--- config.mk ---
export PLATFORM = sky130hd
export DESIGN_NAME = axi_fft_master
export DESIGN_NICKNAME = d
export VERILOG_FILES = /design/src/rtl/axi_fft_master_pkg.sv /design/src/rtl/axi_reg_slice.sv /design/src/rtl/axi_fft_master.sv
export SDC_FILE = /design/constraint.sdc
export NUM_CORES = 1
export LEC_CHECK = 0
export ABC_AREA = 1
export ABC_CLOCK_PERIOD_IN_PS = 2400
export BUFFER_PORTS_ARGS = -buffer_cell sky130_fd_sc_hd__buf_2
export CAP_MARGIN = 20
export CORE_MARGIN = 2
export CORE_UTILIZATION = 35
export DETAILED_ROUTE_END_ITERATION = 16
export PLACE_DENSITY = 0.73
export SLEW_MARGIN = 10
export SYNTH_ARGS = -nofsm -noshare
export SYNTH_HDL_FRONTEND = slang
export SYNTH_SLANG_ARGS = --single-unit
--- constraint.sdc ---
create_clock -name i_clk -period 2.4 [get_ports i_clk]
set_input_delay 0.36 -clock i_clk [delete_from_list [all_inputs] [get_ports i_clk]]
set_output_delay 0.36 -clock i_clk [all_outputs]
set_load 0.01 [all_outputs]
--- src/rtl/axi_fft_master_pkg.sv ---
// ---------------------------------------------------------------------------
// axi_fft_master_pkg
// Shared types and fixed AXI encodings for the FFT bridge master.
//   master_fsm : job sequencer states
//   AXSIZE_2B  : AxSIZE for 16-bit beats
//   BURST_INCR : AxBURST for incrementing bursts
//   WSTRB_ALL  : both byte lanes of a 16-bit beat enabled
//   CNT_W      : beat counter width (covers 256 beats without wrapping)
// ---------------------------------------------------------------------------
package axi_fft_master_pkg;

    typedef enum logic [2:0] {
        m_IDLE,
        m_AW,
        m_W,
        m_B,
        m_WAIT_CALC,
        m_AR,
        m_R,
        m_DONE
    } master_fsm;

    localparam logic [2:0] AXSIZE_2B  = 3'b001;
    localparam logic [1:0] BURST_INCR = 2'b01;
    localparam logic [1:0] WSTRB_ALL  = 2'b11;
    localparam int         CNT_W      = 9;

endpackage

--- src/rtl/axi_reg_slice.sv ---
// ---------------------------------------------------------------------------
// axi_reg_slice
// One-entry valid/ready pipeline register. Accepts a new word whenever it is
// empty or its current word is being taken downstream in the same cycle.
//   i_clk, i_rstn     : clock, asynchronous active-low reset
//   i_data, i_valid   : upstream word and valid
//   o_ready           : upstream may transfer this cycle
//   o_data, o_valid   : registered word and valid
//   i_ready           : downstream takes the registered word
// ---------------------------------------------------------------------------
module axi_reg_slice #(
    parameter int WIDTH = 16
) (
    input  logic             i_clk,
    input  logic             i_rstn,
    input  logic [WIDTH-1:0] i_data,
    input  logic             i_valid,
    output logic             o_ready,
    output logic [WIDTH-1:0] o_data,
    output logic             o_valid,
    input  logic             i_ready
);

    logic             r_valid;
    logic [WIDTH-1:0] r_data;

    assign o_ready = ~r_valid | i_ready;
    assign o_valid = r_valid;
    assign o_data  = r_data;

    // NOTE: sequential state is written with non-blocking assignments so every
    // flop samples pre-edge values regardless of process ordering.
    always_ff @(posedge i_clk or negedge i_rstn) begin
        if (!i_rstn) begin
            r_valid <= 1'b0;
        end else if (o_ready) begin
            r_valid <= i_valid;
        end
    end

    // NOTE: the payload register is deliberately left without reset; it is
    // only ever observed while r_valid is set, and dropping the reset keeps it
    // a plain enable flop.
    always_ff @(posedge i_clk) begin
        if (o_ready && i_valid) begin
            r_data <= i_data;
        end
    end

endmodule

--- src/rtl/axi_fft_master.sv ---
// ---------------------------------------------------------------------------
// axi_fft_master
// AXI4 initiator running one FFT job per start: INCR write burst of 16-bit
// samples from a stream, wait for BRESP, wait for calc done, INCR read burst
// of results forwarded to a stream. Single outstanding transaction.
//   i_clk, i_rstn                 : clock, asynchronous active-low reset
//   i_start, i_len, i_waddr/raddr : job command (sampled in IDLE)
//   i_calc_done                   : FFT finished (level or pulse)
//   i_s_* / o_s_ready             : sample stream in
//   o_r_* / i_r_ready             : result stream out
//   AW/W/B/AR/R                   : AXI4 master channels
//   o_busy, o_done, o_error       : status (done is a pulse, error sticky)
// ---------------------------------------------------------------------------
module axi_fft_master
    import axi_fft_master_pkg::*;
#(
    parameter int DATA_WIDTH = 32,
    parameter int ID_W_WIDTH = 2,
    parameter int ID_R_WIDTH = 2,
    parameter int AXI_ID     = 1
) (
    input  logic                  i_clk,
    input  logic                  i_rstn,
    input  logic                  i_start,
    input  logic [7:0]            i_len,
    input  logic [11:0]           i_waddr,
    input  logic [11:0]           i_raddr,
    input  logic                  i_calc_done,
    input  logic [15:0]           i_s_data,
    input  logic                  i_s_valid,
    output logic                  o_s_ready,
    output logic [DATA_WIDTH-1:0] o_r_data,
    output logic                  o_r_valid,
    input  logic                  i_r_ready,
    output logic [11:0]           o_AWADDR,
    output logic [7:0]            o_AWLEN,
    output logic [2:0]            o_AWSIZE,
    output logic [1:0]            o_AWBURST,
    output logic [ID_W_WIDTH-1:0] o_AWID,
    output logic                  o_AWVALID,
    input  logic                  i_AWREADY,
    output logic [15:0]           o_WDATA,
    output logic [1:0]            o_WSTRB,
    output logic                  o_WVALID,
    output logic                  o_WLAST,
    input  logic                  i_WREADY,
    input  logic                  i_BVALID,
    input  logic [ID_W_WIDTH-1:0] i_BID,
    output logic                  o_BREADY,
    output logic [11:0]           o_ARADDR,
    output logic [7:0]            o_ARLEN,
    output logic [2:0]            o_ARSIZE,
    output logic [1:0]            o_ARBURST,
    output logic [ID_R_WIDTH-1:0] o_ARID,
    output logic                  o_ARVALID,
    input  logic                  i_ARREADY,
    input  logic [DATA_WIDTH-1:0] i_RDATA,
    input  logic [ID_R_WIDTH-1:0] i_RID,
    input  logic                  i_RVALID,
    input  logic                  i_RLAST,
    output logic                  o_RREADY,
    output logic                  o_busy,
    output logic                  o_done,
    output logic                  o_error
);

    localparam logic [ID_W_WIDTH-1:0] W_ID = ID_W_WIDTH'(AXI_ID);
    localparam logic [ID_R_WIDTH-1:0] R_ID = ID_R_WIDTH'(AXI_ID);

    master_fsm        r_state, w_next;
    logic [7:0]       r_len;
    logic [11:0]      r_waddr, r_raddr;
    logic [CNT_W-1:0] r_wcnt, r_rcnt;
    logic             r_rd_done, r_error;

    logic [CNT_W-1:0] w_len_ext;
    logic             w_w_load_en, w_ws_ready, w_s_fire, w_wlast_fire;
    logic [16:0]      w_ws_out;
    logic             w_r_accept_en, w_rs_ready, w_r_fire;

    assign w_len_ext = {1'b0, r_len};

    // Write path: the slice stores {WLAST, WDATA}; loads stop once len+1
    // samples have been taken so the burst never overruns.
    assign w_w_load_en  = (r_state == m_W) && (r_wcnt <= w_len_ext);
    assign o_s_ready    = w_ws_ready && w_w_load_en;
    assign w_s_fire     = i_s_valid && o_s_ready;
    assign w_wlast_fire = o_WVALID && i_WREADY && o_WLAST;

    axi_reg_slice #(.WIDTH(17)) u_w_slice (
        .i_clk   (i_clk),
        .i_rstn  (i_rstn),
        .i_data  ({r_wcnt == w_len_ext, i_s_data}),
        .i_valid (i_s_valid && w_w_load_en),
        .o_ready (w_ws_ready),
        .o_data  (w_ws_out),
        .o_valid (o_WVALID),
        .i_ready (i_WREADY)
    );

    assign o_WDATA = w_ws_out[15:0];
    assign o_WLAST = w_ws_out[16];

    // Read path: stop accepting after the final beat and let the slice drain.
    assign w_r_accept_en = (r_state == m_R) && !r_rd_done;
    assign o_RREADY      = w_rs_ready && w_r_accept_en;
    assign w_r_fire      = i_RVALID && o_RREADY;

    axi_reg_slice #(.WIDTH(DATA_WIDTH)) u_r_slice (
        .i_clk   (i_clk),
        .i_rstn  (i_rstn),
        .i_data  (i_RDATA),
        .i_valid (i_RVALID && w_r_accept_en),
        .o_ready (w_rs_ready),
        .o_data  (o_r_data),
        .o_valid (o_r_valid),
        .i_ready (i_r_ready)
    );

    assign o_AWADDR  = r_waddr;
    assign o_AWLEN   = r_len;
    assign o_AWSIZE  = AXSIZE_2B;
    assign o_AWBURST = BURST_INCR;
    assign o_AWID    = W_ID;
    assign o_WSTRB   = WSTRB_ALL;
    assign o_ARADDR  = r_raddr;
    assign o_ARLEN   = r_len;
    assign o_ARSIZE  = AXSIZE_2B;
    assign o_ARBURST = BURST_INCR;
    assign o_ARID    = R_ID;
    assign o_error   = r_error;

    always_ff @(posedge i_clk or negedge i_rstn) begin
        if (!i_rstn) begin
            r_state <= m_IDLE;
        end else begin
            r_state <= w_next;
        end
    end

    always_comb begin
        // NOTE: default first, so no path through the case leaves w_next
        // unassigned and infers a latch.
        w_next = r_state;
        case (r_state)
            m_IDLE:      if (i_start)                    w_next = m_AW;
            m_AW:        if (i_AWREADY)                  w_next = m_W;
            m_W:         if (w_wlast_fire)               w_next = m_B;
            m_B:         if (i_BVALID)                   w_next = m_WAIT_CALC;
            m_WAIT_CALC: if (i_calc_done)                w_next = m_AR;
            m_AR:        if (i_ARREADY)                  w_next = m_R;
            m_R:         if (r_rd_done && !o_r_valid)    w_next = m_DONE;
            m_DONE:                                      w_next = m_IDLE;
            default:                                     w_next = m_IDLE;
        endcase
    end

    always_comb begin
        o_AWVALID = (r_state == m_AW);
        o_BREADY  = (r_state == m_B);
        o_ARVALID = (r_state == m_AR);
        o_busy    = (r_state != m_IDLE);
        o_done    = (r_state == m_DONE);
    end

    always_ff @(posedge i_clk or negedge i_rstn) begin
        if (!i_rstn) begin
            r_len     <= '0;
            r_waddr   <= '0;
            r_raddr   <= '0;
            r_wcnt    <= '0;
            r_rcnt    <= '0;
            r_rd_done <= 1'b0;
            r_error   <= 1'b0;
        end else begin
            if (r_state == m_IDLE && i_start) begin
                r_len     <= i_len;
                r_waddr   <= i_waddr;
                r_raddr   <= i_raddr;
                r_wcnt    <= '0;
                r_rcnt    <= '0;
                r_rd_done <= 1'b0;
                r_error   <= 1'b0;
            end
            if (w_s_fire) begin
                r_wcnt <= r_wcnt + 1'b1;
            end
            if (r_state == m_B && i_BVALID && i_BID != W_ID) begin
                r_error <= 1'b1;
            end
            if (w_r_fire) begin
                r_rcnt <= r_rcnt + 1'b1;
                // Early RLAST, missing RLAST and wrong RID are all sticky.
                if (i_RID != R_ID || (i_RLAST && r_rcnt < w_len_ext) ||
                    (!i_RLAST && r_rcnt == w_len_ext)) begin
                    r_error <= 1'b1;
                end
                if (i_RLAST || r_rcnt == w_len_ext) begin
                    r_rd_done <= 1'b1;
                end
            end
        end
    end

endmodule

==> summary.md <==
| Metric | Value |
|---|---|
| PwrDens | `996 nW/um^2` |
| Iteration-0 DRC count of the detailed router | `243` |
| Number of top-level pins | `211` |
| Final hold vios | `0` |
| Portion of the clock cycle consumed by the worst path in the final layout | `0.932` |
| Library cell occupying the most area in the post-synthesis netlist | `edfxtp_1` |
| Critical path class | `flop to output port` |
| Initial cell density of the core | `0.356` |
| Clock-pin slew of the registers on the worst-case setup and hold paths | `approximately 0.070 ns` |
| Hold Path Sink | `u_r_slice.o_data[3]` |
| List of cells traversed by the critical path | `ha_1 -> nand2_1 -> nor2_2 -> nand2_1 -> nand3_1 -> nand2_1 -> nand2_2 -> nand2_4 -> nand2_4 -> inv_2 -> buf_6` |
| Data arrival, critical path | `1.88 ns` |
| Flip-flop and latch count after synthesis | `106` |
| Number of antenna violations at the first check in global routing | `0` |
| Post-Place Worst Slack | `0.193 ns` |
| Count of flip-flops with a built-in enable after synthesis | `49` |
| Number of H-tree levels | `3` |
| Netlist Area Pre-Place | `4690 sq um` |
| Count of maximum capacitance violations | `0` |
| Net count, final | `773` |
| R2r setup slk | `0.31 ns` |
| Buffer depth of the longest clock path | `2` |
| Hold depth | `1` |
| Count of vias placed by the detailed router | `3802` |
| Total clock sinks | `106` |
| Chip Height | `120 microns` |
| Global-route wire length before repair | `17.5 mm` |
| Transition time at the pin with the least slew margin | `0.517 ns` |
| Leakage component of the power | `0.00320 uW` |
| Area Growth Syn to Fin | `32.8%` |
| Sequential-to-total area share from yosys stat | `0.617` |
| Final Worst Setup Slack | `0.163 ns` |
| Result of the run | `completed` |
| Final design utilization | `0.473` |
| Skew-Pair Late Insertion Delay | `~0.35 ns` |
| Post-route clock skew | `0.00829 ns` |
| Critical path depth in cells | `11` |
| Library cell contributing the largest single delay on the critical path | `dfrtp_1` |
| Critical Path Start Type | `flop` |
| Crit-path max cell delay | `0.43 ns` |
| Warnings from Yosys | `0` |
| Crit. End Element | `output port` |
| Total GRT Usage | `0.158` |
| Proportion of synthesized flip-flops having asynchronous set or reset | `0.538` |
| DRT antenna net count | `0` |
| Minimum period implied by the final worst setup slack | `2.24 ns` |
| Grt met3 use | `0.0428` |
| Highest ir drop seen on vdd | `0.494 mV` |
| DR pass1 iterations | `5` |
| R2r endpoint | `u_w_slice.o_data[3]` |
| Buffering stage count on the worst path with inverters included | `2` |
| Ant diodes | `0` |
| Post-Synthesis Cells | `459` |
| Last weighted congestion value of the routability-driven placer | `about 0.84` |
| Slew Viols, Final | `0` |
| Pin count of the biggest net entering global routing | `39` |
| Min-Delay Path Class | `input pin to flop` |
| Dominant cells by area after synthesis | `edfxtp_1, dfrtp_1, nand2_1, ha_1, buf_4` |
| Startpoint of the lowest-slack hold path | `i_RDATA[3]` |
| Die Span X | `~120 microns` |
| Sum of negative setup slack | `0 ns` |
| Peak-usage layer in the global routing report | `met2` |
| Overflow after GRT | `0` |
| Fraction of synthesized cell area taken by the top area cell type | `0.313` |
| Post-synth cell types | `30` |
| CP delay by family, top | `simple AND/OR/NAND/NOR gates` |
| Post-route design area | `6240 sq um` |
| DRC | `0` |
| CTS tree | `built` |
| Number of global-route vias before repair | `between 3k and 4k` |
| Port Buf Inserts | `194` |
| Slew headroom | `0.652` |
| Depth of the most critical reg-to-reg path | `12` |
| Root Buffer Master | `clkbuf_16` |
| WL/cell | `13.5 microns` |
| Total detailed-routing wirelength | `between 10 and 15 mm` |
| Dominant synthesized flop cell | `dfrtp_1` |
| Required time of the critical path | `2.04 ns` |
| Share of post-route cells with drive strength above 1 | `0.377` |
| Count of endpoints failing setup in the final report | `0` |
| M1 GR Usage | `0.195` |
| Met2 Use GR | `0.266` |
| Biggest fanout along the worst timing path | `7` |
| Startpoint of the lowest-slack register-to-register path | `r_wcnt[1]` |
| Total CTS buffers | `9` |
| Mean instance size in the synthesized netlist | `10.2 sq um` |
| Std cell rows | `42` |
| Post-detailed-placement half-perimeter wirelength | `8.49 mm` |
| Floorplan Core Area | `approximately 13000 sq um` |
| Die outline area | `14400 sq um` |
| Via density per instance | `4.53` |
| Placed cell areas | `5800 sq um` |
| Achievable Freq | `447 MHz` |
| Most used cell, CP | `nand2_1` |
| Unrepaired setup endpoints after global routing | `no` |
-- how the worst max path moves through the flow --
| stage | start | to | slack [ns] |
|---|---|---|---|
| 5_1_grt | r_wcnt[1] | o_s_ready | 0.01 |
| 4_1_cts | r_wcnt[4] | o_s_ready | 0.02 |
| 3_3_place_gp | r_wcnt[4] | u_w_slice.o_data[2] | 0.25 |
| 3_5_place_dp | r_wcnt[4] | u_w_slice.o_data[11] | 0.19 |
| 2_1_floorplan | o_ARLEN[4] | u_w_slice.o_data[0] | 0.28 |
| 6_report | r_wcnt[1] | o_s_ready | 0.16 |
-- Yosys cell counts, drive strengths merged (2+ instances only) --
master	instances
inv	40
conb	2
clkbuf	4
nor4	2
ha	18
nand2	142
a21oi	16
nand3	22
xor2	3
dfrtp	57
xnor2	2
nor3	4
buf	32
edfxtp	49
o21ai	21
nor2	26
nand4	13
-- per-layer routing --
| metal | vias up | share of wire | wire (microns) |
|---|---|---|---|
| li1 | 1873 | - | - |
| met1 | 1743 | 0.43 | 4880 |
| met2 | 176 | 0.47 | 5340 |
| met3 | 10 | 0.083 | 938 |
| met4 | 0 | 0.013 | 147 |
| met5 | - | 0 | 0 |
-- flip-flops by register name, indices dropped and copies added (netlist names) --
name / cells
u_w_slice.o_data: 17
o_ARLEN: 8
r_rd_done: 1
r_state: 3
r_rcnt: 9
o_error: 1
u_r_slice.o_valid: 1
u_w_slice.o_valid: 1
u_r_slice.o_data: 32
r_wcnt: 9
o_AWADDR: 12
o_ARADDR: 12
-- power breakdown --
part	internal, uW	total, uW	switching, uW
Combinational	816	2080	1270
Clock	857	1530	672
Sequential	2320	2600	273
Total	4000	6210	2210
-- worst register-to-register path, delay by kind of cell (launching register included) --
family	cells	cell delay, ns
adder cells (fa/ha/maj)	1	0.32
buffers and inverters	3	0.42
flip-flops	1	0.43
AND/OR/NAND/NOR	8	0.61
-- timing repair --
action,in CTS,in global routing
gates resized for setup,3,14
endpoints found under the hold margin,12,0
hold buffers,1,0
setup buffers,0,8
setup endpoints to repair,1,1
pin swaps,0,9
-- area by class of cell --
type | instances | area [sq um]
fillers | 1226 | 6950
repair buffers | 211 | 1140
inverters | 40 | 150
clock inverters | 5 | 67.6
flip-flops and latches | 106 | 2900
clock buffers | 11 | 243
multi-input cells | 291 | 1510
well taps | 176 | 220
-- layout by cell type, fill, tap and decap left out, types with 3 or more instances in the layout --
cell	instances
a21oi_1	15
buf_12	3
buf_2	193
buf_4	13
clkbuf_16	9
conb_1	16
dfrtp_1	55
edfxtp_1	49
ha_1	16
inv_1	32
inv_2	8
inv_6	3
nand2_1	138
nand2_4	3
nand3_1	19
nand3_2	3
nand4_1	13
nor2_1	24
o21ai_0	21
xor2_1	3
-- cell families (layout without fill, tap and decap cells) --
group           Yosys count  count (layout)  synth area share
compound gates           42              42            0.0477
xor+xnor                  5               5           0.00933
fa+ha+maj                18              18            0.0480
buf+inv                  76             267            0.0826
flops                   106             106             0.617
other cells               2              16           0.00160
simple gates            210             210             0.193
-- stage by stage --
| stage | power (uW) | hold WS, ns | cells |
|---|---|---|---|
| CTS | 6190 | 0.171 | 832 |
| floorplan | 3880 | 0.0644 | 473 |
| finish | 6210 | 0.183 | 840 |
| global route | 6670 | 0.165 | 840 |
| global placement | 4590 | 0.283 | 815 |
| detailed placement | 4640 | 0.285 | 815 |
Note: power is estimated with default switching activity, not from simulation.
